--- src/rtl/cipher_block_sequencer.sv ---
// cipher_block_sequencer: packs 8 ROM bytes per block, passes each block through the cipher core, unpacks the result into RAM.
// Optional SEQ_BYPASS_EN adds a bypass input that copies ROM blocks straight to RAM without the core.
module cipher_block_sequencer #(
    parameter int ADDR_W    = 15,
    parameter int IMG_BYTES = 19200,
    parameter int ROM_LAT   = 1
) (
    input  logic              clk,
    input  logic              reset,
    input  logic              start,
    output logic [ADDR_W-1:0] rd_addr,
    input  logic [7:0]        rd_data,
    output logic [63:0]       blk_out,
    output logic              blk_out_valid,
    input  logic              blk_out_ready,
    input  logic [63:0]       blk_in,
    input  logic              blk_in_valid,
    output logic              blk_in_ready,
    output logic [ADDR_W-1:0] wr_addr,
    output logic [7:0]        wr_data,
    output logic              wr_en,
`ifdef SEQ_BYPASS_EN
    input  logic              bypass,
`endif
    output logic              busy,
    output logic              done
);
    typedef enum logic [2:0] {IDLE, FETCH, ISSUE, WAIT, WRITE, DONE} state_t;
    // One extra address bit keeps base+k comparisons exact when IMG_BYTES == 2**ADDR_W.
    localparam logic [ADDR_W:0] IMG = (ADDR_W+1)'(IMG_BYTES);
    localparam logic [3:0] LAT = 4'(ROM_LAT);
    state_t state;
    logic [ADDR_W-1:0] base;
    logic [3:0] cnt;
    logic [63:0] wblk, src;
    logic [ADDR_W:0] base_x, nxt, cap;
    logic skip, load;
`ifdef SEQ_BYPASS_EN
    assign skip = bypass;
`else
    assign skip = 1'b0;
`endif
    assign base_x = {1'b0, base};
    assign nxt = base_x + {{(ADDR_W-3){1'b0}}, cnt + 4'd1};
    assign cap = base_x + {{(ADDR_W-3){1'b0}}, cnt - LAT};
    assign src = (state == WAIT) ? blk_in : blk_out;
    assign load = (state == WAIT) ? blk_in_valid : (state == ISSUE && skip);
    always_ff @(posedge clk) begin
        if (reset) begin
            state <= IDLE;
            base <= '0;
            cnt <= '0;
            wblk <= '0;
            rd_addr <= '0;
            blk_out <= '0;
            blk_out_valid <= 1'b0;
            blk_in_ready <= 1'b0;
            wr_addr <= '0;
            wr_data <= '0;
            wr_en <= 1'b0;
            busy <= 1'b0;
            done <= 1'b0;
        end else begin
            case (state)
                IDLE, DONE: if (start) begin
                    state <= FETCH;
                    base <= '0;
                    cnt <= '0;
                    rd_addr <= '0;
                    busy <= 1'b1;
                    done <= 1'b0;
                end
                FETCH: begin
                    cnt <= cnt + 4'd1;
                    if (cnt < 4'd7 && nxt < IMG) rd_addr <= nxt[ADDR_W-1:0];
                    if (cnt >= LAT) blk_out <= {blk_out[55:0], (cap < IMG) ? rd_data : 8'h00};
                    if (cnt == LAT + 4'd7) state <= ISSUE;
                end
                ISSUE: if (!skip) begin
                    if (!blk_out_valid) blk_out_valid <= 1'b1;
                    else if (blk_out_ready) begin
                        blk_out_valid <= 1'b0;
                        blk_in_ready <= 1'b1;
                        state <= WAIT;
                    end
                end
                WRITE: begin
                    cnt <= cnt + 4'd1;
                    wr_addr <= nxt[ADDR_W-1:0];
                    wr_data <= wblk[63:56];
                    wblk <= {wblk[55:0], 8'h00};
                    wr_en <= cnt < 4'd7 && nxt < IMG;
                    if (cnt == 4'd7) begin
                        cnt <= '0;
                        if (nxt >= IMG) begin
                            state <= DONE;
                            busy <= 1'b0;
                            done <= 1'b1;
                        end else begin
                            state <= FETCH;
                            base <= nxt[ADDR_W-1:0];
                            rd_addr <= nxt[ADDR_W-1:0];
                        end
                    end
                end
                default: ;
            endcase
            // Entering WRITE (core result or bypassed block) overrides the per-state updates above.
            if (load) begin
                state <= WRITE;
                cnt <= '0;
                wr_en <= 1'b1;
                wr_addr <= base;
                wr_data <= src[63:56];
                wblk <= {src[55:0], 8'h00};
                blk_in_ready <= 1'b0;
                blk_out_valid <= 1'b0;
            end
        end
    end
endmodule
--- config.mk ---
export PLATFORM = sky130hd
export DESIGN_NAME = cipher_block_sequencer
export DESIGN_NICKNAME = d
export VERILOG_FILES = /design/src/rtl/cipher_block_sequencer.sv
export SDC_FILE = /design/constraint.sdc
export NUM_CORES = 1
export LEC_CHECK = 0
export CORE_ASPECT_RATIO = 0.75
export CORE_MARGIN = 2
export CORE_UTILIZATION = 50
export CTS_CLUSTER_DIAMETER = 40
export CTS_CLUSTER_SIZE = 25
export DETAILED_ROUTE_END_ITERATION = 8
export PLACE_DENSITY = 0.8
export SYNTH_ARGS = -nofsm -noshare
export SYNTH_HDL_FRONTEND = slang
export SYNTH_SLANG_ARGS = --single-unit
--- constraint.sdc ---
create_clock -name clk -period 4.6 [get_ports clk]
set_input_delay 1.38 -clock clk [delete_from_list [all_inputs] [get_ports clk]]
set_output_delay 1.38 -clock clk [all_outputs]
set_load 0.03 [all_outputs]
==> report_table.html, run 1 <==
<table>
<tr><th>Metric</th><th>Value</th></tr>
<tr><th colspan="2">Status</th></tr>
<tr><td>Result of the run</td><td>complete, no violations</td></tr>
<tr><th colspan="2">Setup path</th></tr>
<tr><td>Terminus of the critical flop-to-flop path</td><td>rd_addr[10]$_SDFFE_PP0P_</td></tr>
<tr><td>CP endpoint</td><td>rd_addr[10]$_SDFFE_PP0P_</td></tr>
<tr><td>RR Startpoint</td><td>cnt[0]$_SDFFE_PP0P_</td></tr>
<tr><td>Reg-to-reg slack, setup</td><td>0.56 ns</td></tr>
<tr><td>Worst setup path startpoint</td><td>cnt[0]$_SDFFE_PP0P_</td></tr>
<tr><td>Worst setup EP type</td><td>register</td></tr>
<tr><td>Data arrival at the endpoint of the critical path</td><td>4.40 ns</td></tr>
<tr><td>Maximum fanout along the worst path</td><td>19</td></tr>
<tr><td>Crit path launch type</td><td>register</td></tr>
<tr><td>FF-to-FF path depth</td><td>12</td></tr>
<tr><td>Crit Path Category</td><td>register to register</td></tr>
<tr><td>Worst path required time</td><td>4.96 ns</td></tr>
<tr><th colspan="2">STA</th></tr>
<tr><td>Min Tclk post-route</td><td>4.04 ns</td></tr>
<tr><td>Max frequency</td><td>0.248 GHz</td></tr>
<tr><td>Post-route clock skew</td><td>0.00931 ns</td></tr>
<tr><td>Hold Worst Slack</td><td>0.453 ns</td></tr>
<tr><td>Max_slew headroom</td><td>27.5%</td></tr>
<tr><td>Unrepaired setup endpoints after global routing</td><td>no</td></tr>
<tr><td>Transition time at the pin with the least slew margin</td><td>1.09 ns</td></tr>
<tr><td>Final Slew Violations</td><td>0</td></tr>
<tr><td>Hold violation total from the final report</td><td>0</td></tr>
<tr><td>Final setup viols</td><td>0</td></tr>
<tr><td>Post-route fraction of the period consumed by the critical path</td><td>87.8%</td></tr>
<tr><td>Setup TNS</td><td>0 ns</td></tr>
<tr><th colspan="2">Die</th></tr>
<tr><td>Chip width</td><td>149 um</td></tr>
<tr><td>Number of rows in the core area</td><td>39</td></tr>
<tr><td>Initial Utilization</td><td>51.3%</td></tr>
<tr><td>Boundary pin count</td><td>184</td></tr>
<tr><td>Total die area</td><td>16,700 um^2</td></tr>
<tr><td>Area of the core</td><td>15,300 um^2</td></tr>
<tr><td>Die outline height</td><td>112 um</td></tr>
<tr><th colspan="2">Synthesis</th></tr>
<tr><td>Mapped Area</td><td>7840 um^2</td></tr>
<tr><td>Post-Syn Instances</td><td>936</td></tr>
<tr><td>Yosys synthesis warning count</td><td>0</td></tr>
<tr><td>Fraction of registers with async set or reset after synthesis</td><td>0%</td></tr>
<tr><td>Number of synthesized flops with an enable pin</td><td>0</td></tr>
<tr><td>Flop and latch count out of synthesis</td><td>185</td></tr>
<tr><td>Dominant register cell in the synthesized netlist</td><td>sky130_fd_sc_hd__dfxtp_1</td></tr>
<tr><td>Library cells used by synthesis</td><td>66</td></tr>
<tr><td>Post-Syn Nets</td><td>1,025</td></tr>
<tr><td>Syn Area/Cell</td><td>8.38 um^2</td></tr>
<tr><td>Sequential element share of the synthesized area</td><td>47.2%</td></tr>
<tr><th colspan="2">Cells and area</th></tr>
<tr><td>Fraction of layout instances using a drive strength above 1</td><td>6.54%</td></tr>
<tr><td>Leading cell types in the layout, fill and taps excluded</td><td>sky130_fd_sc_hd__nand2_1, sky130_fd_sc_hd__dfxtp_1, sky130_fd_sc_hd__clkdlybuf4s50_1</td></tr>
<tr><td>Non-Filler Cell Area, Final</td><td>10,300 um^2</td></tr>
<tr><td>Antenna diode instance count</td><td>0</td></tr>
<tr><td>Post-layout nets</td><td>1,162</td></tr>
<tr><td>Area growth, synth to finish</td><td>31.2%</td></tr>
<tr><td>Commonest non-fill, non-tap cell in the layout</td><td>sky130_fd_sc_hd__nand2_1</td></tr>
<tr><th colspan="2">Global routing</th></tr>
<tr><td>Aggregate global routing overflow</td><td>0</td></tr>
<tr><td>Pin count of the biggest net entering global routing</td><td>106</td></tr>
<tr><td>Antenna violations before repair</td><td>0</td></tr>
<tr><td>Aggregate global-route resource usage</td><td>25.2%</td></tr>
<tr><td>Global-route wire length before repair</td><td>33,900 um</td></tr>
<tr><td>Via count of the first global-routing pass</td><td>6,675</td></tr>
<tr><th colspan="2">Clock tree</th></tr>
<tr><td># hold bufs at CTS</td><td>0</td></tr>
<tr><td>Bufs on Longest Clock Path</td><td>2</td></tr>
<tr><td>Source-to-sink clock delay at the later pin of the worst-skew pair</td><td>0.43 ns</td></tr>
<tr><td>Clk root buf</td><td>sky130_fd_sc_hd__clkbuf_16</td></tr>
<tr><td>Reg clk slew, reported paths</td><td>0.07 ns</td></tr>
<tr><td>Num CTS Buffers</td><td>17</td></tr>
<tr><td>Number of H-tree branching levels</td><td>4</td></tr>
<tr><td>CTS sink cnt</td><td>185</td></tr>
<tr><td>Number of gates resized after CTS</td><td>0</td></tr>
<tr><td>Clock tree from TritonCTS</td><td>yes</td></tr>
<tr><td>Setup fix buffers added after clock tree synthesis</td><td>0</td></tr>
<tr><th colspan="2">Detailed routing</th></tr>
<tr><td>Routed wire per std cell</td><td>16.3 um</td></tr>
<tr><td>Via count</td><td>7,139</td></tr>
<tr><td>Antenna viol nets, final</td><td>0</td></tr>
<tr><td>Total DRC errors in the routed layout</td><td>0</td></tr>
<tr><td>Number of optimization iterations in the first detailed-route pass</td><td>6</td></tr>
<tr><td>Number of violations reported at the end of detailed-routing iteration 0</td><td>540</td></tr>
<tr><td>Ratio of routed vias to standard cells</td><td>5.53</td></tr>
<tr><td>Total length of routed wires</td><td>21,000 um</td></tr>
<tr><th colspan="2">Hold path</th></tr>
<tr><td>Worst hold-check path type</td><td>register to register</td></tr>
<tr><td>Beginning of the worst hold path</td><td>blk_out[56]$_SDFFE_PP0P_</td></tr>
<tr><th colspan="2">Placement</th></tr>
<tr><td>Routability-driven placement congestion ratio</td><td>0.878</td></tr>
<tr><td>I/O Buffers</td><td>183</td></tr>
<tr><td>Area of placed instances</td><td>9700 um^2</td></tr>
<tr><td>Detailed placer's ending HPWL</td><td>14,100 um</td></tr>
<tr><th colspan="2">Power and ir drop</th></tr>
<tr><td>Ratio of total power to cell area</td><td>386 nW/um^2</td></tr>
<tr><td>Gate power share</td><td>19.7%</td></tr>
<tr><td>Final Power</td><td>3.97 mW</td></tr>
<tr><td>Net switching power</td><td>1.19 mW</td></tr>
<tr><td>Switching part of the total power</td><td>30.0%</td></tr>
<tr><td>Static Leak</td><td>3.41 nW</td></tr>
<tr><td>Clock power share</td><td>36.8%</td></tr>
<tr><td>Worst ir drop on vdd</td><td>0.000273 V</td></tr>
<tr><td>Internal Power</td><td>2.78 mW</td></tr>
<tr><td>Seq pwr share</td><td>43.5%</td></tr>
<tr><th colspan="2">Flow run</th></tr>
<tr><td># Max-Cap Violations</td><td>0</td></tr>
</table>
## how the worst min path moves through the flow
stage                               end  slack [ns]  cells past startpoint
3_5_place_dp    wr_data[5]$_SDFFE_PP0P_        0.45                      2
5_1_grt        blk_out[56]$_SDFFE_PP0P_        0.47                      2
2_1_floorplan     wblk[16]$_SDFFE_PP0P_        0.44                      2
4_1_cts         wr_data[5]$_SDFFE_PP0P_        0.45                      2
3_3_place_gp   blk_out[60]$_SDFFE_PP0P_        0.44                      2
6_report       blk_out[56]$_SDFFE_PP0P_        0.45                      2
## power by group through the flow
stage	sequential (mW)	combinational [mW]	clock [mW]
finish	1.73	0.782	1.46
global route	1.74	0.854	1.56
CTS	1.73	0.779	1.48
detailed placement	1.76	0.776	0
global placement	1.76	0.770	0
floorplan	1.79	0.476	0
## Yosys cell counts, types with 3 or more instances
library cell,number,area share (%)
sky130_fd_sc_hd__or3_1,4,0.32
sky130_fd_sc_hd__nand2b_1,21,1.7
sky130_fd_sc_hd__a21o_1,5,0.48
sky130_fd_sc_hd__o21ai_0,20,1.3
sky130_fd_sc_hd__ha_1,11,1.8
sky130_fd_sc_hd__a22oi_1,69,6.6
sky130_fd_sc_hd__nand2_1,201,9.6
sky130_fd_sc_hd__nor2b_1,7,0.56
sky130_fd_sc_hd__o2bb2ai_1,4,0.45
sky130_fd_sc_hd__a21oi_1,139,8.9
sky130_fd_sc_hd__nor3_1,13,0.83
sky130_fd_sc_hd__xnor2_1,6,0.67
sky130_fd_sc_hd__xor2_1,5,0.56
sky130_fd_sc_hd__nand3_1,9,0.57
sky130_fd_sc_hd__a211oi_2,3,0.48
sky130_fd_sc_hd__buf_4,3,0.29
sky130_fd_sc_hd__mux2i_1,15,1.9
sky130_fd_sc_hd__dfxtp_1,185,47
sky130_fd_sc_hd__clkbuf_1,58,2.8
sky130_fd_sc_hd__and3_1,3,0.24
sky130_fd_sc_hd__buf_6,7,1.0
sky130_fd_sc_hd__nor2_1,62,3.0
sky130_fd_sc_hd__a211oi_1,7,0.67
sky130_fd_sc_hd__o211ai_1,3,0.29
sky130_fd_sc_hd__buf_1,5,0.24
sky130_fd_sc_hd__a22o_1,11,1.2
sky130_fd_sc_hd__inv_1,8,0.38
## through the flow
step                      util (%)  worst slack, ns  instances
after floorplan                  -             1.36        936
after global placement        63.5            0.761       1259
after detailed placement      63.5            0.604       1259
after global routing          67.4            0.299       1291
final                         67.4            0.561       1291
after CTS                     67.4            0.594       1291
## registers in the layout (all words and copies together), names as in the netlist, 3 cells and up
register,count
blk_out,64
wblk,56
base,15
rd_addr,15
wr_addr,15
wr_data,8
cnt,4
state,3
## metal layers
layer / vias to the layer above / track usage, % / routed length, um
met5: - / 0 / 0
met1: 3364 / 34.7 / 9490
met3: 19 / 8.86 / 1720
met2: 225 / 38.0 / 9550
met4: 0 / 6.10 / 245
li1: 3531 / - / -
## critical path: stages, from the launching register on
cell                       delay, ns
sky130_fd_sc_hd__dfxtp_1        0.45
sky130_fd_sc_hd__inv_1          0.11
sky130_fd_sc_hd__ha_1           0.38
sky130_fd_sc_hd__fa_1           0.44
sky130_fd_sc_hd__nand3_1        0.10
sky130_fd_sc_hd__and2_1         0.58
sky130_fd_sc_hd__nor3_1         0.18
sky130_fd_sc_hd__a31o_2         0.30
sky130_fd_sc_hd__a31oi_4        0.33
sky130_fd_sc_hd__a211oi_2       0.10
sky130_fd_sc_hd__o21ai_2        0.49
sky130_fd_sc_hd__buf_4          0.29
sky130_fd_sc_hd__mux2i_1        0.19
## kinds of logic (layout without fill, tap and decap cells)
kind of cell / Yosys count / in the layout / synth area share, %
AOI/OAI and AO/OA: 289 / 289 / 23.7
xor gates and xnor gates: 11 / 11 / 1.23
adders and majority gates: 12 / 12 / 2.01
buffers and inverters: 84 / 234 / 4.91
DFF: 185 / 185 / 47.2
muxes: 17 / 17 / 2.20
and+or+nand+nor: 338 / 338 / 18.7
## cell type report
class	count	area, um^2
Fill cell	1294	4990
Multi-Input combinational cell	667	3780
Sequential cell	185	3700
Timing Repair Buffer	194	1920
Clock buffer	19	443
Tap cell	205	256
Clock inverter	13	149
Inverter	8	30.0
No activity file was read; power rests on OpenSTA's default activity.
==> run 2: changes to the inputs <==
- ABC_CLOCK_PERIOD_IN_PS: default -> 4600
- CAP_MARGIN: default -> 20
- TNS_END_PERCENT: default -> 30
==> results of run 2 <==
The final DEF is identical to that of run 1; final timing and power are the same.
